[src/rtl/debug_monitor_pkg.sv]
// Shared sizing helpers and the nibble extractor for the debug display controller.
package debug_monitor_pkg;

  localparam int MAX_DATA_W = 256;
  localparam int MAX_IDX_W  = 8;

  typedef enum logic [1:0] {
    NAV_HOLD = 2'd0,
    NAV_NEXT = 2'd1,
    NAV_PREV = 2'd2
  } nav_e;

  function automatic int clog2_min1(input int n);
    return (n <= 2) ? 1 : $clog2(n);
  endfunction

  function automatic int pages_per_ch(input int data_w, input int ndig);
    return (data_w + 4 * ndig - 1) / (4 * ndig);
  endfunction

  // Bits at or above data_w read as zero so a partial last page shows leading 0s.
  function automatic logic [3:0] nibble_at(input logic [MAX_DATA_W-1:0] src,
                                           input int data_w,
                                           input int lsb);
    logic [3:0] nib;
    nib = '0;
    for (int i = 0; i < 4; i++) begin
      if (lsb + i < data_w) nib[i] = src[MAX_IDX_W'(lsb + i)];
    end
    return nib;
  endfunction

endpackage

[src/rtl/debug_monitor_tick_gen.sv]
// Free-running divide-by-DIV counter with synchronous clear; tick is high on the last count.
module tick_gen
  import debug_monitor_pkg::*;
#(
  parameter int DIV = 4
) (
  input  logic i_clk,
  input  logic i_rst,
  input  logic i_clr,
  output logic o_tick
);

  localparam int CW = clog2_min1(DIV);
  localparam logic [CW-1:0] LAST = CW'(DIV - 1);

  logic [CW-1:0] r_cnt;
  logic          w_wrap;

  assign w_wrap = (r_cnt == LAST);
  assign o_tick = w_wrap && !i_clr;

  always_ff @(posedge i_clk or posedge i_rst) begin
    if (i_rst) begin
      r_cnt <= '0;
    end else if (i_clr || w_wrap) begin
      r_cnt <= '0;
    end else begin
      r_cnt <= r_cnt + 1'b1;
    end
  end

endmodule

[src/rtl/debug_monitor.sv]
// Paged hex display of NCH debug channels with auto-scroll, freeze snapshot and CPU step control.
module debug_monitor
  import debug_monitor_pkg::*;
#(
  parameter int NCH        = 8,
  parameter int DATA_W     = 32,
  parameter int NDIG       = 4,
  parameter int SCROLL_DIV = 50_000_000,
  parameter int RUN_DIV    = 5_000_000,
  localparam int P         = pages_per_ch(DATA_W, NDIG),
  localparam int CW        = clog2_min1(NCH),
  localparam int PW        = clog2_min1(P)
) (
  input  logic                  i_clk,
  input  logic                  i_rst,
  input  logic                  i_btn_next,
  input  logic                  i_btn_prev,
  input  logic                  i_btn_step,
  input  logic                  i_scroll_en,
  input  logic                  i_run_en,
  input  logic                  i_freeze,
  input  logic [NCH*DATA_W-1:0] i_ch_data,
  output logic                  o_cpu_ce,
  output logic [15:0]           o_step_cnt,
  output logic [NDIG*4-1:0]     o_digits,
  output logic [CW-1:0]         o_ch_sel,
  output logic [PW-1:0]         o_page,
  output logic [NCH-1:0]        o_led
);

  localparam logic [CW-1:0] CH_LAST   = CW'(NCH - 1);
  localparam logic [PW-1:0] PAGE_LAST = PW'(P - 1);

  logic [CW-1:0]           r_ch_sel;
  logic [PW-1:0]           r_page;
  logic [NDIG*4-1:0]       r_digits;
  logic [NCH*DATA_W-1:0]   r_snap;
  logic                    r_freeze_d;
  logic                    r_cpu_ce;
  logic [15:0]             r_step_cnt;

  logic                    w_scroll_tick;
  logic                    w_scroll_clr;
  logic                    w_run_tick;
  logic                    w_run_clr;
  nav_e                    w_nav;
  logic [CW-1:0]           w_ch_next;
  logic [PW-1:0]           w_page_next;
  logic                    w_freeze_rise;
  logic [NCH*DATA_W-1:0]   w_src;
  logic [DATA_W-1:0]       w_ch_word [NCH];
  logic [DATA_W-1:0]       w_word;
  logic [MAX_DATA_W-1:0]   w_word_ext;
  logic [NDIG*4-1:0]       w_digits_next;

  // A manual press restarts the scroll period, which also drops a coincident tick.
  assign w_scroll_clr = !i_scroll_en || i_btn_next || i_btn_prev;
  assign w_run_clr    = !i_run_en;

  tick_gen #(.DIV(SCROLL_DIV)) u_scroll_tick (
    .i_clk  (i_clk),
    .i_rst  (i_rst),
    .i_clr  (w_scroll_clr),
    .o_tick (w_scroll_tick)
  );

  tick_gen #(.DIV(RUN_DIV)) u_run_tick (
    .i_clk  (i_clk),
    .i_rst  (i_rst),
    .i_clr  (w_run_clr),
    .o_tick (w_run_tick)
  );

  always_comb begin
    w_nav = NAV_HOLD;
    if (i_btn_next && !i_btn_prev) begin
      w_nav = NAV_NEXT;
    end else if (i_btn_prev && !i_btn_next) begin
      w_nav = NAV_PREV;
    end else if (!i_btn_next && !i_btn_prev && w_scroll_tick) begin
      w_nav = NAV_NEXT;
    end
  end

  always_comb begin
    w_ch_next   = r_ch_sel;
    w_page_next = r_page;
    case (w_nav)
      NAV_NEXT: begin
        if (r_page == PAGE_LAST) begin
          w_page_next = '0;
          w_ch_next   = (r_ch_sel == CH_LAST) ? '0 : r_ch_sel + 1'b1;
        end else begin
          w_page_next = r_page + 1'b1;
        end
      end
      NAV_PREV: begin
        if (r_page == '0) begin
          w_page_next = PAGE_LAST;
          w_ch_next   = (r_ch_sel == '0) ? CH_LAST : r_ch_sel - 1'b1;
        end else begin
          w_page_next = r_page - 1'b1;
        end
      end
      default: ;
    endcase
  end

  // On the capture cycle the snapshot is not loaded yet, but live data equals what is captured.
  assign w_freeze_rise = i_freeze && !r_freeze_d;
  assign w_src         = (i_freeze && !w_freeze_rise) ? r_snap : i_ch_data;

  genvar gi;
  generate
    for (gi = 0; gi < NCH; gi++) begin : g_ch
      assign w_ch_word[gi] = w_src[gi*DATA_W +: DATA_W];
    end
  endgenerate

  assign w_word = w_ch_word[r_ch_sel];

  always_comb begin
    w_word_ext             = '0;
    w_word_ext[DATA_W-1:0] = w_word;
  end

  generate
    for (gi = 0; gi < NDIG; gi++) begin : g_dig
      assign w_digits_next[gi*4 +: 4] =
        nibble_at(w_word_ext, DATA_W, (int'(r_page) * NDIG + gi) * 4);
    end
  endgenerate

  always_ff @(posedge i_clk or posedge i_rst) begin
    if (i_rst) begin
      r_ch_sel   <= '0;
      r_page     <= '0;
      r_digits   <= '0;
      r_snap     <= '0;
      r_freeze_d <= 1'b0;
      r_cpu_ce   <= 1'b0;
      r_step_cnt <= '0;
    end else begin
      r_ch_sel   <= w_ch_next;
      r_page     <= w_page_next;
      r_digits   <= w_digits_next;
      r_freeze_d <= i_freeze;
      if (w_freeze_rise) r_snap <= i_ch_data;
      r_cpu_ce   <= i_run_en ? w_run_tick : i_btn_step;
      if (r_cpu_ce) r_step_cnt <= r_step_cnt + 16'd1;
    end
  end

  assign o_cpu_ce   = r_cpu_ce;
  assign o_step_cnt = r_step_cnt;
  assign o_digits   = r_digits;
  assign o_ch_sel   = r_ch_sel;
  assign o_page     = r_page;
  assign o_led      = {{(NCH-1){1'b0}}, 1'b1} << r_ch_sel;

endmodule

[config.mk]
export PLATFORM = sky130hd
export DESIGN_NAME = debug_monitor
export DESIGN_NICKNAME = d
export VERILOG_FILES = /design/src/rtl/debug_monitor_pkg.sv /design/src/rtl/debug_monitor_tick_gen.sv /design/src/rtl/debug_monitor.sv
export SDC_FILE = /design/constraint.sdc
export NUM_CORES = 1
export LEC_CHECK = 0
export CAP_MARGIN = 20
export CELL_PAD_IN_SITES_DETAIL_PLACEMENT = 0
export CELL_PAD_IN_SITES_GLOBAL_PLACEMENT = 1
export CORE_MARGIN = 1.5
export CORE_UTILIZATION = 25
export CTS_CLUSTER_SIZE = 20
export DETAILED_ROUTE_END_ITERATION = 6
export GPL_ROUTABILITY_DRIVEN = 0
export PLACE_DENSITY_LB_ADDON = 0.15
export REMOVE_ABC_BUFFERS = 1
export SLEW_MARGIN = 40
export SYNTH_ARGS = -nofsm -noshare
export SYNTH_HDL_FRONTEND = slang
export SYNTH_HIERARCHICAL = 1
export SYNTH_SLANG_ARGS = --single-unit
export TNS_END_PERCENT = 1
[constraint.sdc]
create_clock -name i_clk -period 10.15 [get_ports i_clk]
set_input_delay 2.03 -clock i_clk [delete_from_list [all_inputs] [get_ports i_clk]]
set_output_delay 2.03 -clock i_clk [all_outputs]
set_load 0.005 [all_outputs]
==> metrics <==
drc violations=0; total congestion overflow=0; Starting Density=roughly a quarter; Routed WL=49960 um; H-tree Lvls=2; first-pass iteration count of the detailed router=4; clock skew=about 0.021 ns; overall power=4.663 mW; WL/cell=20.64 um; CTS tree=yes; clk_lat worst skew=approximately 0.58 ns; Synth Instances=around 1200; CP peak stage delay=0.71 ns; CP max FO=around 40; first-pass GRT wire length=~78000 um; fraction of layout cells with a size suffix above 1=between 30% and 40%; maxcap violations=0; die area=between 0.07 and 0.08 mm^2; arrival time at the worst endpoint=2.93 ns; Critical Path End Type=primary output; Leak=roughly 8.8 nW; Crit-path slowest cell=dfrtp_4; Post-synth EDFFs=0; drt via density=between 4 and 5; Hold-fix buffers, CTS=0; Final Hold Fails=0; clk root buf=clkbuf_16; Tmin final=approximately 5 ns; critical path startpoint category=flop; CTS resizes=0; Final nets=roughly 1700; post-route setup slack=roughly 5.2 ns; fmax=a little over 0.2 GHz; clock-pin slew on the worst setup and hold paths=0.06 ns; Top Ports=approximately 310; HP Class=reg2reg; Die H=between 200 and 300 um; Post-CTS Setup Bufs=0; vias in the first global route=roughly 12000; cell taking the most area after synthesis=dfrtp_1; ys async rst share=100.0%; Commonest cells post-synth=dfrtp_1, mux2_2, mux4_2; Yosys warning count=6; Critical Path RT=about 8.1 ns; # rows=between 90 and 100; clk sinks=around 340; Port Buffers=roughly 310; synth unique cells=48; Final ANT Viol Nets=0; Synth area leaders=dfrtp_1, mux4_2, mux2_2; clk buf depth=3; most numerous cell in the Yosys netlist=dfrtp_1; Post-Syn Area=0.01752 mm^2; Crit Path Class=reg2out; top cell type's share of synthesized area=around 49%; worst-margin pin slew=~0.79 ns; max-slew violations=0; Max-slew headroom=between 40% and 50%; Seq/Total Area, Yosys=approximately 49%; initial drt markers=535; pin count of the biggest net entering global routing=121; TritonCTS Buffers=46; Buffers & Inverters on Critical Path=3; Post-DP HPWL=34200 um; # setup viols final=0; via count=~11000; dpl ws=about 4.9 ns; Most used DFF post-synth=dfrtp_1; Synth-to-Final Area Change=31.77%; RSZ-0062 raised after global routing=false; core footprint=0.06895 mm^2; cell family with most CP delay=buffers and inverters; antenna violations before repair=6; Synth Register Bits=approximately 340; run status=complete, no violations; period utilization=between 40% and 50%; Pwr per Cell Area=202.0 mW/mm^2; Die W=around 270 um; peak supply drop=115.6 uV; gr usage total=around 14%; syn_area_per_cell=15.13 um^2; CP cell instances=inv_4, ha_1, inv_1, nor2_1, clkdlybuf4s50_1
-- cells by family after synthesis --
logic type | synth area share, %
mux | 38.19
flops | 49.00
simple gates | 5.600
compound gates | 1.972
xor+xnor | 2.000
buf+inv | 2.457
fa+ha+maj | 0.7857
-- cell usage in the layout, fill, tap and decap left out, types with 7 or more instances in the layout --
cell and count:
o21ai_0 16, inv_1 16, clkinv_2 10, clkbuf_8 8
nand2_1 28, xnor2_1 26, a21oi_1 22, buf_6 7
o31ai_1 9, nand4_1 17, clkbuf_16 47, nand3_1 21
or4_1 14, nor2_1 37, nor3_1 13, or3_1 11
mux4_2 160, clkdlybuf4s50_1 308, mux2_2 274, dfrtp_1 340
ha_1 11, xor2_1 14, clkbuf_1 14
-- report_power, final --
| group | switching [mW] | internal (mW) |
|---|---|---|
| Combinational | 0.520 | 0.825 |
| Sequential | 0.172 | 1.58 |
| Clock | 0.632 | 0.935 |
-- path summary, 6_finish.rpt --
check	depth (start not counted)	from	slack [ns]	to
worst min register to register	1	u_run_tick/r_cnt[0]	0.48	u_run_tick/r_cnt[0]
worst max-delay path	5	o_ch_sel[0]	5.19	o_led[0]
worst max register to register	5	o_ch_sel[0]	6.77	o_digits[14]
max in group asynchronous	3	i_rst	6.75	o_ch_sel[0]
worst min-delay path	1	u_run_tick/r_cnt[0]	0.48	u_run_tick/r_cnt[0]
min in group asynchronous	2	i_rst	2.21	r_snap[46]
-- flip-flops by register name, indices dropped and copies added (netlist names) --
signal               count
r_freeze_d               1
r_snap                 256
u_run_tick/r_cnt        23
u_scroll_tick/r_cnt     26
o_ch_sel                 3
o_step_cnt              16
o_cpu_ce                 1
o_digits                16
o_page                   1
-- worst register-to-register path, stage by stage (launching register included) --
cell,delay [ns]
dfrtp_4,0.83
buf_4,0.62
buf_4,0.56
mux4_2,0.45
mux4_2,0.52
mux2_2,0.28
-- area by class of cell --
| cell class | count | area (um^2) |
|---|---|---|
| clock buffer | 69 | 1339 |
| inverter | 21 | 95.09 |
| tap | 931 | 1165 |
| timing repair buffer | 322 | 3247 |
| fill | 6784 | 45860 |
| clock inverter | 13 | 111.4 |
| sequential | 343 | 8592 |
| multi-input combinational | 719 | 8528 |
| antenna | 2 | 5.005 |
-- metal layers --
layer | vias to the layer above | share of wire, % | GRT usage [%]
li1 | 5046 | - | -
met1 | 5886 | 44 | 18.70
met2 | 173 | 50 | 23.72
met3 | 73 | 3.9 | 2.795
met4 | 8 | 2.1 | 4.123
met5 | - | 0.10 | 0
-- through the flow --
stage	TNS [ns]	hold slack [ns]	instances	utilization [%]	instance area, um^2
6_report	0	0.4777	2420	33.48	23080
5_1_grt	0	0.4963	2420	33.48	23080
4_1_cts	0	0.4834	2417	33.42	23040
3_5_place_dp	0	0.4754	2335	31.32	21590
3_3_place_gp	0	0.4698	2335	31.26	21550
2_1_floorplan	-1107.21	0.4508	1083	-	17170
Power figures use the tool's default switching activity.
